`config.mk`:
```
export PLATFORM = sky130hd
export DESIGN_NAME = cpa_flat
export DESIGN_NICKNAME = d
export VERILOG_FILES = /design/src/rtl/cpa_pkg.sv /design/src/rtl/cpa_if.sv /design/src/rtl/cpa_full_adder.sv /design/src/rtl/cpa.sv /design/src/flat_wrapper.sv
export SDC_FILE = /design/constraint.sdc
export NUM_CORES = 1
export LEC_CHECK = 0
export CORE_AREA = 2 2 39 41
export CTS_CLUSTER_DIAMETER = 30
export DETAILED_ROUTE_END_ITERATION = 12
export DIE_AREA = 0 0 41 43
export PLACE_DENSITY_LB_ADDON = 0.12
export SLEW_MARGIN = 0
export SYNTH_ARGS = -nofsm -noshare
export SYNTH_HDL_FRONTEND = slang
export SYNTH_SLANG_ARGS = --single-unit
export TNS_END_PERCENT = 1
```
`constraint.sdc`:
```
create_clock -name clk -period 2.5 [get_ports clk]
set_clock_uncertainty 0.1 [all_clocks]
set_input_delay 0.5 -clock clk [delete_from_list [all_inputs] [get_ports clk]]
set_output_delay 0.5 -clock clk [all_outputs]
set_load 0.02 [all_outputs]
```
`src/rtl/cpa_pkg.sv`:
```
// Shared definitions for the carry-propagate adder: default width and word type.
package cpa_pkg;
    localparam int CPA_DEFAULT_WIDTH = 4;
    typedef logic [CPA_DEFAULT_WIDTH-1:0] cpa_word_t;
endpackage

```
`src/rtl/cpa_if.sv`:
```
// Operand/result bundle of the carry-propagate adder; master drives operands, slave returns sum.
interface cpa_if
    import cpa_pkg::*;
#(
    parameter int WIDTH = CPA_DEFAULT_WIDTH
);
    logic [WIDTH-1:0] a;
    logic [WIDTH-1:0] b;
    logic [WIDTH-1:0] s;
    logic             cout;

    modport master (output a, output b, input  s, input  cout);
    modport slave  (input  a, input  b, output s, output cout);
endinterface

```
`src/rtl/cpa_full_adder.sv`:
```
// Single-bit full adder; one link of the ripple-carry chain.
module cpa_full_adder
    import cpa_pkg::*;
(
    input  logic a,
    input  logic b,
    input  logic cin,
    output logic sum,
    output logic cout
);
    assign sum  = a ^ b ^ cin;
    assign cout = (a & b) | ((a ^ b) & cin);
endmodule

```
`src/rtl/cpa.sv`:
```
// Ripple-carry adder with a registered sum/carry-out; result appears one clock after the operands.
module cpa
    import cpa_pkg::*;
#(
    parameter int WIDTH = CPA_DEFAULT_WIDTH
) (
    input logic   clk,
    input logic   rst,
    cpa_if.slave  bus
);
    logic [WIDTH:0]   c;
    logic [WIDTH-1:0] sum_p0;
    logic [WIDTH-1:0] s_p1;
    logic             cout_p1;

    // Stage p0: combinational ripple chain, carry enters at zero.
    assign c[0] = 1'b0;

    for (genvar i = 0; i < WIDTH; i++) begin : g_fa
        cpa_full_adder u_fa (
            .a    (bus.a[i]),
            .b    (bus.b[i]),
            .cin  (c[i]),
            .sum  (sum_p0[i]),
            .cout (c[i+1])
        );
    end

    // Stage p1: output register; reset clears the result in flight.
    always_ff @(posedge clk) begin
        if (rst) begin
            s_p1    <= '0;
            cout_p1 <= 1'b0;
        end else begin
            s_p1    <= sum_p0;
            cout_p1 <= c[WIDTH];
        end
    end

    assign bus.s    = s_p1;
    assign bus.cout = cout_p1;
endmodule

```
`src/flat_wrapper.sv`:
```
// flat-port wrapper written by rule: the top's interface ports become plain ports
module cpa_flat import cpa_pkg::*;
#(
    parameter int WIDTH = CPA_DEFAULT_WIDTH
)
  (clk, rst, bus_a, bus_b, bus_s, bus_cout);
  cpa_if #(.WIDTH(WIDTH)) bus_i ();
  input logic clk;
  input logic rst;
  input wire logic [$bits(bus_i.a)-1:0] bus_a;
  input wire logic [$bits(bus_i.b)-1:0] bus_b;
  output wire logic [$bits(bus_i.s)-1:0] bus_s;
  output wire logic [$bits(bus_i.cout)-1:0] bus_cout;
  assign bus_i.a = bus_a;
  assign bus_i.b = bus_b;
  assign bus_s = bus_i.s;
  assign bus_cout = bus_i.cout;
  cpa #(.WIDTH(WIDTH)) u_core (.clk(clk), .rst(rst), .bus(bus_i));
endmodule
```
==> results of run 1 <==
[layout by cell type, fill, tap and decap left out]
cell type,instances
clkdlybuf4s50_1,14
dfxtp_1,5
inv_1,3
nor2b_1,3
fa_1,3
clkbuf_4,3
nor2_1,2
ha_1,1
clkbuf_1,1
[cells by family after synthesis]
family | after synthesis | synth area share (%)
fa+ha+maj | 4 | 34.52
buf+inv | 3 | 5.357
flops | 5 | 47.62
simple gates | 5 | 12.50
[layer usage]
metal | wire length [um] | part of all wire [%]
met5 | 0 | 0
met4 | 0 | 0
met2 | 256 | 63
met3 | 33 | 8.1
met1 | 119 | 29
[registers in the layout, summed over array words and instances, names as in the netlist]
| name | cells |
|---|---|
| u_core.bus.cout | 1 |
| u_core.bus.s | 4 |
[worst max-delay path: cells and delay by family]
family | cells | cell delay, ns
adders and majority gates | 4 | 1.37
buffers and inverters | 2 | 0.51
and+or+nand+nor | 1 | 0.10
[layout make-up]
class | count | area [um^2]
Inverter | 3 | 11.26
Sequential cell | 5 | 100.1
Tap cell | 16 | 20.02
Clock buffer | 4 | 26.28
Fill cell | 144 | 987.2
Multi-Input combinational cell | 9 | 98.84
Timing Repair Buffer | 14 | 140.1
[worst max-delay path by stage]
| stage | from | end | slack (ns) | cells after the start |
|---|---|---|---|---|
| final | bus_b[0] | u_core.bus.s[3]$_SDFF_PP0_ | 0.09 | 7 |
| after global routing | bus_b[0] | u_core.bus.s[3]$_SDFF_PP0_ | 0.06 | 7 |
| after CTS | bus_b[0] | u_core.bus.s[3]$_SDFF_PP0_ | 0.09 | 7 |
| after detailed placement | bus_b[0] | u_core.bus.s[3]$_SDFF_PP0_ | -0.15 | 7 |
| after global placement | bus_b[0] | u_core.bus.s[3]$_SDFF_PP0_ | -0.12 | 7 |
| after floorplan | bus_b[0] | u_core.bus.s[3]$_SDFF_PP0_ | 0.37 | 6 |
[through the flow]
stage | utilization (%) | setup slack, ns | setup TNS (ns)
finish | 28.66 | 0.09273 | 0
global route | 28.66 | 0.05506 | 0
CTS | 28.66 | 0.08765 | 0
detailed placement | 26.76 | -0.1523 | -0.1523
global placement | 26.76 | -0.1194 | -0.1194
floorplan | - | 0.3735 | 0
[Yosys cell counts]
| cell type | n |
|---|---|
| dfxtp_1 | 5 |
| fa_1 | 3 |
| ha_1 | 1 |
| inv_1 | 3 |
| nor2_1 | 2 |
| nor2b_1 | 3 |
[power by group]
group | internal [mW] | switching (mW) | total [mW]
combinational | 0.0338 | 0.0237 | 0.0576
sequential | 0.0883 | 0.00167 | 0.0900
clock | 0.0601 | 0.0300 | 0.0902
==> flow_summary.ini, run 1 <==
[grt]
grt_pass1_vias = 156
gr-total-overflow = 0
grt_pass1_wl_um = 641
gr-usage-met1_pct = 5.212
busiest_layer = met4
grt_use_met3_pct = 0
antenna_found_initial = 0
grt_max_degree = 6
use_met2_pct = 8.750
grt_usage_pct = 6.552

[logic_synthesis]
ys_seq_elements = 5
yosysTopAreaCellShare_pct = 47.62
synth_area_um2 = 210.2
synth_area_leaders = dfxtp_1 48%, fa_1 29%, nor2b_1 8.9%, ha_1 6.0%, inv_1 5.4%
synth_warnings = 0
synth_area_per_cell_um2 = 12.36
syn_nets = 31
synth_cell_type_count = 6
yosysTopAreaCell = dfxtp_1
ys_seq_area_share_pct = 47.62
synthCells = 17

[routing]
drtIter0Drc = 1
drt_pass1_iterations = 4
vias_per_cell = 3.137
routed_wirelength_um = 409
drc = 0
vias = 160
routedWlPerCell_um = 8.020
drtAntennaViolNets = 0

[sta]
rsz0062_at_grt = false
slew_headroom_pct = 85.95
finalSetupViolCount = 0
min_period_ns = 2.407
fin_crit_sh_pct = 96.29
timing.hold.ws_ns = 0.7816
tightest_slew_ns = 0.2101
fmax_mhz = 415.4
slew_viol_final = 0
hold_viol = 0

[placement]
routabilityCongestion = 0.5966
place_inst = 47
dp_hpwl_um = 341.3
io_buffers = 14
placed_cell_area_um2 = 370.4

[layout]
final_cell_count_no_fill = 51
syn2layout_area_growth_pct = 88.69
layout.nets = 50
diodes = 0
drive_gt1_share_pct = 8.571
stdcell_area_um2 = 396.6

[cts]
post_cts_buffers = 0
clk_path_buf_depth = 2
cts_resized = 0
clk_pin_slew_ns = 0.04
ctsHoldBuffers = 0
cts_tree = built
clockRootBuffer = clkbuf_4
cts_buffers = 3
cts.sinks = 5
cts_htree_levels = 1

[pwr]
power.total_mw = 0.2377
power_density_nw_per_um2 = 599.3
p_leak_nw = 0.1665
ir_worst_vdd_uv = 127.2

[worst_setup_path]
cp_common_cell = fa_1
crit_path_end_kind = flop
cpPeakStageDelay_ns = 0.42
worstSetupPathType = primary input to flop
cpMaxStageDelayCell = clkdlybuf4s50_1
cp.arrival_ns = 2.48
crit_fanout = 1
cp.required_ns = 2.58
worstPathCellList = clkdlybuf4s50_1, ha_1, fa_1, fa_1, inv_1, fa_1, nor2_1
critPathLaunchType = primary input

[die]
core_area_um2 = 1384
rows = 14
fp.dieH_um = 43
die-area_um2 = 1763
ios = 15
initial_core_util_pct = 15.19
die_width_um = 41

[worst_hold_path]
worstHoldPathCells = 2
whs_endpoint = u_core.bus.s[3]$_SDFF_PP0_
min-delay-start = rst
hold_class = primary input to flop

[run]
maxCapViolations = 0

[run_status]
status = finished clean
No activity file was read; power rests on OpenSTA's default activity.
==> run 2, diff against run 1 <==
--- a/config.mk
+++ b/config.mk
@@ -6,6 +6,7 @@
 export NUM_CORES = 1
 export LEC_CHECK = 0
 export CORE_AREA = 2 2 39 41
+export CTS_BUF_LIST = sky130_fd_sc_hd__clkbuf_16
 export CTS_CLUSTER_DIAMETER = 30
 export DETAILED_ROUTE_END_ITERATION = 12
 export DIE_AREA = 0 0 41 43
==> constraint.sdc (replaced) <==
create_clock -name clk -period 2.1 [get_ports clk]
set_clock_uncertainty 0.1 [all_clocks]
set_input_delay 0.42 -clock clk [delete_from_list [all_inputs] [get_ports clk]]
set_output_delay 0.42 -clock clk [all_outputs]
set_load 0.02 [all_outputs]
==> run 2 against run 1 <==
  * Combinational power increased by 17%
  * Global-route usage decreased by 0.50 points
  * Die area unchanged
  * Hold slack lost 0.22 ns
  * Utilization grew 4.2 points
  * Clock-buffer cell count shrank 1
  * Cell count stayed put
  * Critical endpoint unchanged
  * Largest cell class unchanged
  * Largest power group unchanged
==> flow_summary.ini, run 2 (synthesized netlist as in run 1, its figures left out) <==
[routing]
drc = 0
vias = 163
routed_wirelength_um = 409
drt_pass1_iterations = 1
drtIter0Drc = 0
vias_per_cell = 3.196
drtAntennaViolNets = 0
routedWlPerCell_um = 8.020

[worst_setup_path]
cp.arrival_ns = 2.07
cpMaxStageDelayCell = fa_1
crit_fanout = 1
cp_common_cell = fa_2
cp_num_buf_inv = 2
crit_family = adder cells
worstPathCellList = dlygate4sd2_1, ha_2, fa_2, fa_2, inv_2, fa_1, nor2_1
cp.required_ns = 2.16
cpPeakStageDelay_ns = 0.40
critPathLaunchType = primary input
crit_path_end_kind = flop
worstSetupPathType = primary input to flop

[sta]
fin_crit_sh_pct = 95.54
slew_viol_final = 0
tightest_slew_ns = 0.2112
slew_headroom_pct = 85.88
fmax_mhz = 498.4
finalSetupViolCount = 0
hold_viol = 0
setup_tns_ns = 0
min_period_ns = 2.006
rsz0062_at_grt = false

[cts]
post_cts_buffers = 0
cts_buffers = 3
clockRootBuffer = clkbuf_16
ctsHoldBuffers = 0
cts_tree = built
cts.sinks = 5
cts_htree_levels = 1
clk_pin_slew_ns = 0.03
clk_path_buf_depth = 2

[die]
initial_core_util_pct = 15.19
rows = 14
die_width_um = 41
ios = 15
die-area_um2 = 1763
fp.dieH_um = 43
core_area_um2 = 1384

[layout]
final_cell_count_no_fill = 51
layout.nets = 50
layout_common_cells = 10 x clkdlybuf4s50_1, 5 x dfxtp_1
largest_reg_flops = 4
seqCellArea_um2 = 100.1
drive_gt1_share_pct = 20.00
fill_cells = 148
layout.cells.most_common = clkdlybuf4s50_1
syn2layout_area_growth_pct = 116.7
multi_input_area_um2 = 106.4
diodes = 0

[pwr]
combPwrFrac_pct = 14.1
power.switching_mw = 0.08693
swShare_pct = 18.22
power_frac_seq_pct = 22.5
ir_worst_vdd_uv = 200.9
clockPowerShare_pct = 63.4
internal-power_mw = 0.3901
power_density_nw_per_um2 = 1047
p_leak_nw = 0.2025

[run_status]
status = finished clean

[grt]
grt_max_degree = 6
grt_usage_pct = 6.048
gr-total-overflow = 0
grt_pass1_wl_um = 593
grt_pass1_vias = 161
antenna_found_initial = 0

[placement]
io_buffers = 14
routabilityCongestion = 0.5858
place_inst = 47

[worst_hold_path]
hold_class = primary input to flop

[run]
maxCapViolations = 0
## run 2: cell types whose count changed in the layout (fill, tap and decap cells not counted)
| cell | before | now |
|---|---|---|
| clkdlybuf4s50_1 | 14 | 10 |
| clkbuf_16 | 0 | 3 |
| clkbuf_4 | 3 | 0 |
| dlygate4sd2_1 | 0 | 3 |
| fa_1 | 3 | 1 |
| fa_2 | 0 | 2 |
| clkbuf_1 | 1 | 0 |
| dlymetal6s2s_1 | 0 | 1 |
| ha_1 | 1 | 0 |
| ha_2 | 0 | 1 |
| inv_2 | 0 | 1 |
## run 2: power groups by stage
stage / clock, mW / combinational (mW) / sequential (mW)
final: 0.303 / 0.0672 / 0.107
after global routing: 0.318 / 0.0747 / 0.108
after CTS: 0.310 / 0.0692 / 0.107
after detailed placement: 0 / 0.0690 / 0.109
after global placement: 0 / 0.0685 / 0.108
after floorplan: 0 / 0.0151 / 0.122
## run 2: final cells by class
type | instances | area share [%]
Tap cell | 16 | 4.396
Inverter | 3 | 2.473
Timing Repair Buffer | 14 | 30.49
Clock buffer | 3 | 16.48
Sequential cell | 5 | 21.98
Multi-Input combinational cell | 9 | 23.35
Clock inverter | 1 | 0.8242
## run 2: path summary, 6_finish.rpt
| check | from | to | slack, ns | cells after the start |
|---|---|---|---|---|
| setup / recovery | bus_a[0] | u_core.bus.s[3]$_SDFF_PP0_ | 0.09 | 7 |
| hold / removal | bus_a[1] | u_core.bus.s[1]$_SDFF_PP0_ | 0.56 | 3 |
## run 2: metrics by stage
stage	power (mW)	utilization, %	hold WS [ns]	instance area [um^2]	worst slack, ns
3_5_place_dp	0.1777	26.76	0.9528	370.4	-0.4432
2_1_floorplan	0.1369	-	0.3867	210.2	0.05353
5_1_grt	0.5003	32.91	0.6008	455.4	0.01180
4_1_cts	0.4868	32.73	0.5823	452.9	0.04364
6_report	0.4770	32.91	0.5600	455.4	0.09363
3_3_place_gp	0.1770	26.76	0.9508	370.4	-0.4351
## run 2: repair_timing
action / CTS / global route
endpoints found under the setup margin: 1 / 1
gates resized for setup: 7 / 1
pin swaps: 5 / 3
## run 2: layer usage
| layer | track usage, % | vias to the layer above | share of wire, % |
|---|---|---|---|
| met4 | 12.00 | 0 | 0 |
| met1 | 4.235 | 72 | 32 |
| met2 | 8.125 | 7 | 60 |
| met3 | 1.571 | 0 | 8.3 |
| li1 | - | 84 | - |
| met5 | 0 | - | 0 |
==> run 3, diff against run 2 <==
--- a/config.mk
+++ b/config.mk
@@ -11,6 +11,7 @@
 export DETAILED_ROUTE_END_ITERATION = 12
 export DIE_AREA = 0 0 41 43
 export PLACE_DENSITY_LB_ADDON = 0.12
+export SETUP_SLACK_MARGIN = 0.5
 export SLEW_MARGIN = 0
 export SYNTH_ARGS = -nofsm -noshare
 export SYNTH_HDL_FRONTEND = slang
==> run 3 against run 2 <==
  * Sequential power barely moved
  * Clock power about the same
  * Setup slack gained 0.16 ns
  * Combinational power grew 4.6%
  * Sequential share of layout area shrank 0.41 points
  * Cell count unchanged
  * Critical path depth did not move
  * Clock-buffer cell count stayed put
  * Wire length increased by 0.24%
  * Critical path type unchanged
==> flow_summary.ini, run 3 (synthesized netlist as in run 1, its figures left out) <==
[sta]
finalSetupViolCount = 0
tightest_slew_ns = 0.2107
slew_headroom_pct = 85.91
layout_setup_ws_ns = 0.2516
slew_viol_final = 0
fmax_mhz = 541.0
rsz0062_at_grt = true
fin_crit_sh_pct = 88.02
min_period_ns = 1.848
hold_viol = 0

[layout]
largest_reg_flops = 4
layout.cells.most_common = clkdlybuf4s50_1
layout.nets = 50
syn2layout_area_growth_pct = 120.8
stdcell_area_um2 = 464.2
fill_cells = 142
diodes = 0
drive_gt1_share_pct = 28.57
layout_common_cells = 10 x clkdlybuf4s50_1, 5 x dfxtp_1, 3 x inv_1, 3 x nor2b_1, 3 x clkbuf_16

[cts]
cts_buffers = 3
clk_path_buf_depth = 2
clk_pin_slew_ns = 0.03
cts.sinks = 5
post_cts_buffers = 0
cts_htree_levels = 1
ctsHoldBuffers = 0
cts_tree = built
clockRootBuffer = clkbuf_16

[worst_setup_path]
worstSetupStartpoint = bus_a[0]
critPathLaunchType = primary input
worstSetupPathType = primary input to flop
crit_path_end_kind = flop
cp.arrival_ns = 1.91
crit_fanout = 1
cp.required_ns = 2.16

[routing]
drtIter0Drc = 1
drc = 0
vias_per_cell = 3.471
vias = 177
drtAntennaViolNets = 0
routed_wirelength_um = 410
routedWlPerCell_um = 8.039
drt_pass1_iterations = 2

[die]
fp.dieH_um = 43
die-area_um2 = 1763
initial_core_util_pct = 15.19
ios = 15
rows = 14
die_width_um = 41
core_area_um2 = 1384

[grt]
grt_usage_pct = 6.149
grt_use_met3_pct = 3.141
gr-total-overflow = 0
busiest_layer = met2
grt_pass1_vias = 178
grt_max_degree = 6
use_met2_pct = 10.00
antenna_found_initial = 0
grt_pass1_wl_um = 634
gr-usage-met1_pct = 3.583

[placement]
io_buffers = 14
dp_hpwl_um = 342.3
routabilityCongestion = 0.5669
placed_cell_area_um2 = 387.9
preCtsSetupSlack_ns = -0.4130

[run_status]
status = finished clean

[worst_hold_path]
hold_class = primary input to flop
min-delay-start = bus_b[0]
worstHoldPathCells = 3

[pwr]
power.total_mw = 0.4843
ir_worst_vdd_uv = 214.3
power_density_nw_per_um2 = 1043
p_leak_nw = 0.1961

[run]
maxCapViolations = 0
## run 3: changes by cell type in the layout (fill, tap and decap cells not counted), sizes merged
cell           before  now
buf                 0    2
clkbuf              3    4
clkdlybuf4s15       0    1
dlygate4sd2         3    0
dlymetal6s2s        1    0
## run 3: final cells by class
| class | instances | area [um^2] | area share, % |
|---|---|---|---|
| Clock inverter | 1 | 3.754 | 0.8086 |
| Tap cell | 16 | 20.02 | 4.313 |
| Sequential cell | 5 | 100.1 | 21.56 |
| Inverter | 3 | 11.26 | 2.426 |
| Multi-Input combinational cell | 9 | 116.4 | 25.07 |
| Clock buffer | 3 | 75.07 | 16.17 |
| Timing Repair Buffer | 14 | 137.6 | 29.65 |
## run 3: final timing paths
path | to | slack [ns]
setup / recovery | u_core.bus.s[3]$_SDFF_PP0_ | 0.25
hold / removal | u_core.bus.s[0]$_SDFF_PP0_ | 0.42
## run 3: through the flow
step                      TNS [ns]  cells  util [%]  hold slack [ns]
after floorplan                  0     17         -           0.3916
after global placement     -0.6600     47     28.03           0.9639
after detailed placement   -0.6889     47     28.03           0.9672
after CTS                        0     51     33.73           0.4267
after global routing             0     51     33.54           0.4320
final                            0     51     33.54           0.4185
## run 3: per-layer routing
| layer | wire [um] | up-vias |
|---|---|---|
| met1 | 128 | 79 |
| li1 | - | 84 |
| met5 | 0 | - |
| met4 | 25 | 0 |
| met3 | 51 | 3 |
| met2 | 204 | 11 |
## run 3: critical path: stages
cell,delay (ns)
buf_6,0.10
ha_4,0.14
fa_2,0.34
fa_2,0.36
inv_2,0.06
fa_1,0.40
nor2_1,0.09
## run 3: where the power goes
part | switching (mW) | internal, mW | leakage, nW
clock | 0.0602 | 0.246 | 0.0423
sequential | 0.00216 | 0.105 | 0.0417
combinational | 0.0293 | 0.0410 | 0.112
## run 3: what timing repair did
action                     4_1_cts  5_1_grt
gates resized for setup         12        3
setup endpoints to repair        9        8
pin swaps                        5        4
